==> config.mk <==
export PLATFORM = sky130hd
export DESIGN_NAME = tdc_sum_avg
export DESIGN_NICKNAME = d
export VERILOG_FILES = /design/src/rtl/tdc_sum_avg.sv
export SDC_FILE = /design/constraint.sdc
export NUM_CORES = 1
export LEC_CHECK = 0
export ABC_CLOCK_PERIOD_IN_PS = 7200
export BUFFER_PORTS_ARGS = -buffer_cell sky130_fd_sc_hd__buf_2
export CAP_MARGIN = 10
export CORE_MARGIN = 1.5
export CORE_UTILIZATION = 67
export CTS_BUF_LIST = sky130_fd_sc_hd__clkbuf_4
export DETAILED_ROUTE_END_ITERATION = 7
export GPL_TIMING_DRIVEN = 0
export PLACE_DENSITY = 0.95
export SKIP_CTS_REPAIR_TIMING = 1
export SLEW_MARGIN = 10
export SYNTH_ARGS = -nofsm -noshare
export SYNTH_HDL_FRONTEND = slang
export SYNTH_SLANG_ARGS = --single-unit
==> constraint.sdc <==
create_clock -name clk -period 7.2 [get_ports clk]
set_input_delay 0.72 -clock clk [delete_from_list [all_inputs] [get_ports clk]]
set_output_delay 0.72 -clock clk [all_outputs]
set_load 0.1 [all_outputs]
==> src/rtl/tdc_sum_avg.sv <==
// Windowed mean / min / max of summed TDC words over 2^n frames.
// Results sit in a valid/ready output register; a finished window with nowhere to go sets a sticky overrun.
module tdc_sum_avg #(
    parameter int IN_W     = 37,
    parameter int MAX_LOG2 = 10
) (
    input  logic            clk,
    input  logic            rst,
    input  logic [IN_W-1:0] sum_in,
    input  logic            sum_dval,
    input  logic [3:0]      win_log2,
    input  logic            clear,
    output logic [IN_W-1:0] avg_data,
    output logic [IN_W-1:0] avg_min,
    output logic [IN_W-1:0] avg_max,
    output logic            avg_valid,
    input  logic            avg_ready,
    output logic            busy,
    output logic            overrun,
    output logic            state_dbg
);

    localparam int ACC_W = IN_W + MAX_LOG2;
    localparam int CNT_W = MAX_LOG2 + 1;

    typedef enum logic {
        IDLE = 1'b0,
        ACC  = 1'b1
    } state_t;

    state_t            state;
    logic [ACC_W-1:0]  acc;
    logic [CNT_W-1:0]  cnt;
    logic [3:0]        n_q;
    logic [IN_W-1:0]   cur_min;
    logic [IN_W-1:0]   cur_max;

    logic [3:0]        n_eff;
    logic [3:0]        n_use;
    logic [ACC_W-1:0]  acc_next;
    logic [ACC_W-1:0]  acc_shift;
    logic [CNT_W-1:0]  cnt_next;
    logic [CNT_W-1:0]  win_len;
    logic [IN_W-1:0]   smp_min;
    logic [IN_W-1:0]   smp_max;
    logic              take;
    logic              done;
    logic              load_ok;

    // Output handshake: a result transfers on any cycle where avg_valid && avg_ready;
    // the output register only reloads when it is empty or being drained that same cycle.
    always_comb begin
        n_eff     = (win_log2 > 4'(MAX_LOG2)) ? 4'(MAX_LOG2) : win_log2;
        n_use     = (state == IDLE) ? n_eff : n_q;
        acc_next  = ((state == IDLE) ? '0 : acc) + ACC_W'(sum_in);
        cnt_next  = ((state == IDLE) ? '0 : cnt) + CNT_W'(1);
        win_len   = CNT_W'(1) << n_use;
        smp_min   = (state == IDLE || sum_in < cur_min) ? sum_in : cur_min;
        smp_max   = (state == IDLE || sum_in > cur_max) ? sum_in : cur_max;
        acc_shift = acc_next >> n_use;
        take      = sum_dval && !clear;
        done      = take && (cnt_next == win_len);
        load_ok   = !avg_valid || avg_ready;
    end

    always_ff @(posedge clk or negedge rst) begin
        if (!rst) begin
            state     <= IDLE;
            acc       <= '0;
            cnt       <= '0;
            n_q       <= '0;
            cur_min   <= '0;
            cur_max   <= '0;
            busy      <= 1'b0;
            avg_data  <= '0;
            avg_min   <= '0;
            avg_max   <= '0;
            avg_valid <= 1'b0;
            overrun   <= 1'b0;
        end else begin
            // Window accumulation; clear beats a coincident sample.
            if (clear || done) begin
                state   <= IDLE;
                acc     <= '0;
                cnt     <= '0;
                cur_min <= '0;
                cur_max <= '0;
                busy    <= 1'b0;
            end else if (take) begin
                state   <= ACC;
                acc     <= acc_next;
                cnt     <= cnt_next;
                n_q     <= n_use;
                cur_min <= smp_min;
                cur_max <= smp_max;
                busy    <= 1'b1;
            end

            if (done && load_ok) begin
                avg_data  <= acc_shift[IN_W-1:0];
                avg_min   <= smp_min;
                avg_max   <= smp_max;
                avg_valid <= 1'b1;
            end else if (avg_valid && avg_ready) begin
                avg_valid <= 1'b0;
            end

            if (clear) begin
                overrun <= 1'b0;
            end else if (done && !load_ok) begin
                overrun <= 1'b1;
            end
        end
    end

    assign state_dbg = state;

endmodule

==> results.yml <==
routing:
  drt-wirelength-per-cell_um: 26.29
  route.met2.wl_um: 30050
  dr.pass1.iters: 8
  routed_wl_um: 69940
  drt_iter0_drc: 3038
  drc: 0
  wl_met3_um: 9742
  avgViaCountPerCell: 7.041
  wl_met1_um: 24820
  postRouteAntennaNets: 0
  vias: 18728
  highest_layer: "met5"
synthesis:
  yosys_warnings: 0
  synthCells: 2040
  ys_types: 73
  netlist.area_leader.share: 0.3554
  synthArstFlopShare: 1.000
  synth_area_leader_cell: "dfrtp_1"
  syn_nets: 2198
  synth_xor_area_frac: 0.02289
  netlist_area_sq_um: 17600
  synth_top_family_by_area: "compound AO/OA/AOI/OAI gates"
  synth-seq-area-share: 0.3554
  synth-main-ff-cell: "dfrtp_1"
  synth-edff-count: 0
  muxShareOfSynthArea: 0.1390
  synth_compound_area_frac: 0.1855
  synth-simple-area-share: 0.1680
  ys_seq_elements: 250
  synth_fa_ha_area_frac: 0.08005
  avgSynthCellArea_sq_um: 8.628
  netlist_top_cells_area: "dfrtp_1 (36%), mux2i_1 (13%), ha_1 (7.9%)"
setup_path:
  critical_path.startpoint: "state_dbg$_DFFE_PN0P_"
  cp.required_ns: 7.83
  crit_top_cell: "buf_2"
  cp_data_arrival_time_ns: 7.29
  max_stage_delay_ns: 0.61
  crit_path_end_kind: "flip-flop"
  reg2reg_setup_slack_ns: 0.54
  endpoint: "avg_data[29]$_DFFE_PN0P_"
  ff2ff_path_depth: 18
  crit_chain: "buf_6 -> buf_2 -> buf_2 -> clkbuf_1 -> and2_1 -> ha_1 -> fa_1 -> a211oi_1 -> o21ai_0 -> a31oi_1 -> a311oi_1 -> a21oi_1 -> xnor2_1 -> o22ai_1 -> nor3_1 -> nor2_1 -> a2111oi_2 -> a22o_1"
  crit_type: "flip-flop to flip-flop"
  crit_cells: 18
  cp_top_family: "compound AO/OA/AOI/OAI gates"
  timing.rr.start: "state_dbg$_DFFE_PN0P_"
  r2r-end: "avg_data[29]$_DFFE_PN0P_"
  critical_path_buf_inv_count: 4
  cp-start-kind: "flip-flop"
  crit_slowest_cell: "clkbuf_1"
  crit_fanout: 19
cells_and_area:
  final_cells: 2660
  nNetsFinal: 2430
  drive_gt1_frac: 0.1408
  synthToLayoutAreaGrowth_pct: 12.23
cts:
  root_buffer: "clkbuf_4"
  worstSkewPairLatency_ns: 0.75
  cts_tree: "yes"
  clk_pin_slew_worst_paths_ns: 0.06
  cts.sink_count: 250
  clock_path_buffers: 3
  cts_buffers: 69
  htreeDepth: 3
pwr:
  p_clk_frac: 0.189
  ir_drop_uv: 431.9
  switching_share: 0.5629
  power_frac_seq: 0.281
  switching_power_mw: 3.879
  p_leak_nw: 9.558
  internal_power_mw: 3.011
  power_frac_comb: 0.530
  power.density_nw_per_um2: 348.8
global_routing:
  grt_pass1_vias: 18243
  track_usage: 0.5247
  grt_max_degree: 115
  antenna_found_initial: 14
  overflow: 0
  grt_pass1_wl_um: 105900
sta:
  relSlewSlack: 0.09227
  holdWs_ns: 0.3480
  period_needed_ns: 6.657
  finalHoldViolations: 0
  drv_slew: 0
  rsz0062_at_grt: "false"
  fmax_mhz: 150.2
  finalCritPeriodShare: 0.9246
  setup_viol: 0
  tightest_slew_ns: 1.352
  setup-tns-final_ns: 0
  finClkSkew_ns: 0.07085
floorplan:
  dieArea_sq_um: 27250
  io_pins: 161
  fp-row-count: 59
  chipWidth_um: 165.1
  core_sq_um: 25910
  start_util: 0.6793
  die_h_um: 165.1
place:
  place_congestion: 1.020
  hpwl_um: 48380
  port_buffers: 159
  numPlacedInstances: 2536
worst_hold_path:
  hp-class: "primary input to flip-flop"
run_status:
  outcome: "finished, final reports clean"
run:
  cap_violations: 0
routing by layer:
layer | up-vias | global-route usage
li1 | 7798 | -
met2 | 1605 | 0.7657
met1 | 8853 | 0.6041
met4 | 6 | 0.3198
met5 | - | 0.1098
met3 | 466 | 0.2660
area by class of cell:
class | count | area [sq um]
Multi-Input combinational cell | 1578 | 10490
Buffer | 119 | 515.5
Antenna cell | 10 | 25.02
Clock buffer | 101 | 758.2
Clock inverter | 13 | 61.31
Sequential cell | 250 | 6256
Fill cell | 1722 | 6157
Timing Repair Buffer | 163 | 885.9
Inverter | 91 | 341.6
Tap cell | 335 | 419.2
state kept, by name (all words and copies together) (netlist names):
signal / flops
cnt: 11
n_q: 4
avg_valid: 1
cur_min: 37
state_dbg: 1
avg_max: 37
avg_min: 37
acc: 47
overrun: 1
avg_data: 37
cur_max: 37
cell families after synthesis:
kind of cell	count (synthesis)
buffers and inverters	212
AO/OA/AOI/OAI	518
AND/OR/NAND/NOR	659
flip-flops	250
XOR/XNOR	46
adder cells (fa/ha/maj)	112
multiplexers	243
power groups by stage:
stage,combinational (mW),clock (mW),sequential (mW)
after global routing,3.78,1.37,1.96
after CTS,3.56,1.28,1.91
after global placement,3.44,0,1.90
after detailed placement,3.52,0,1.93
final,3.65,1.30,1.93
after floorplan,0.883,0,3.80
cell usage after synthesis (all sizes together) (25+ instances only):
| cell | n |
|---|---|
| a211oi | 33 |
| a21o | 43 |
| a21oi | 120 |
| and2 | 50 |
| buf | 41 |
| clkbuf | 80 |
| dfrtp | 250 |
| ha | 111 |
| inv | 90 |
| mux2i | 232 |
| nand2 | 226 |
| nand3 | 32 |
| nand4 | 31 |
| nor2 | 224 |
| nor3 | 36 |
| o21ai | 171 |
| xnor2 | 25 |
worst min path at each step:
stage	from	endpoint	cells past startpoint
after floorplan	rst	acc[0]$_DFFE_PN0P_	0
after global placement	avg_min[19]$_DFFE_PN0P_	avg_min[19]$_DFFE_PN0P_	2
after detailed placement	avg_data[7]$_DFFE_PN0P_	avg_data[7]$_DFFE_PN0P_	1
after CTS	rst	cur_min[19]$_DFFE_PN0P_	1
after global routing	clear	overrun$_DFFE_PN0P_	3
final	clear	overrun$_DFFE_PN0P_	3
cells in the final DEF (no fill, tap or decap), drive strengths merged, types with 9 or more instances in the layout:
| master | Yosys | layout |
|---|---|---|
| a211oi | 33 | 33 |
| a21o | 43 | 43 |
| a21oi | 120 | 120 |
| a221oi | 9 | 9 |
| a22o | 13 | 13 |
| a31oi | 17 | 17 |
| and2 | 50 | 50 |
| buf | 41 | 203 |
| clkbuf | 80 | 179 |
| dfrtp | 250 | 250 |
| diode | 0 | 10 |
| ha | 111 | 111 |
| inv | 90 | 94 |
| mux2 | 11 | 11 |
| mux2i | 232 | 232 |
| nand2 | 226 | 226 |
| nand3 | 32 | 32 |
| nand4 | 31 | 31 |
| nor2 | 224 | 224 |
| nor3 | 36 | 36 |
| nor4 | 13 | 13 |
| o211ai | 18 | 18 |
| o21a | 12 | 12 |
| o21ai | 171 | 171 |
| xnor2 | 25 | 25 |
| xor2 | 21 | 21 |
per-stage QoR:
step | instance area, sq um | power, mW | util | setup WS (ns)
floorplan | 17600 | 4.680 | - | 2.110
global placement | 18820 | 5.341 | 0.7262 | 0.6725
detailed placement | 18890 | 5.449 | 0.7289 | 0.5753
CTS | 19710 | 6.758 | 0.7605 | 0.4967
global route | 19750 | 7.108 | 0.7622 | 0.4093
finish | 19750 | 6.890 | 0.7624 | 0.5430
tightest hold or removal path, delay by kind of cell:
kind	cells	cell delay, ns
buffers and inverters	2	0.14
AOI/OAI and AO/OA	1	0.14
Note: power is estimated with default switching activity, not from simulation.
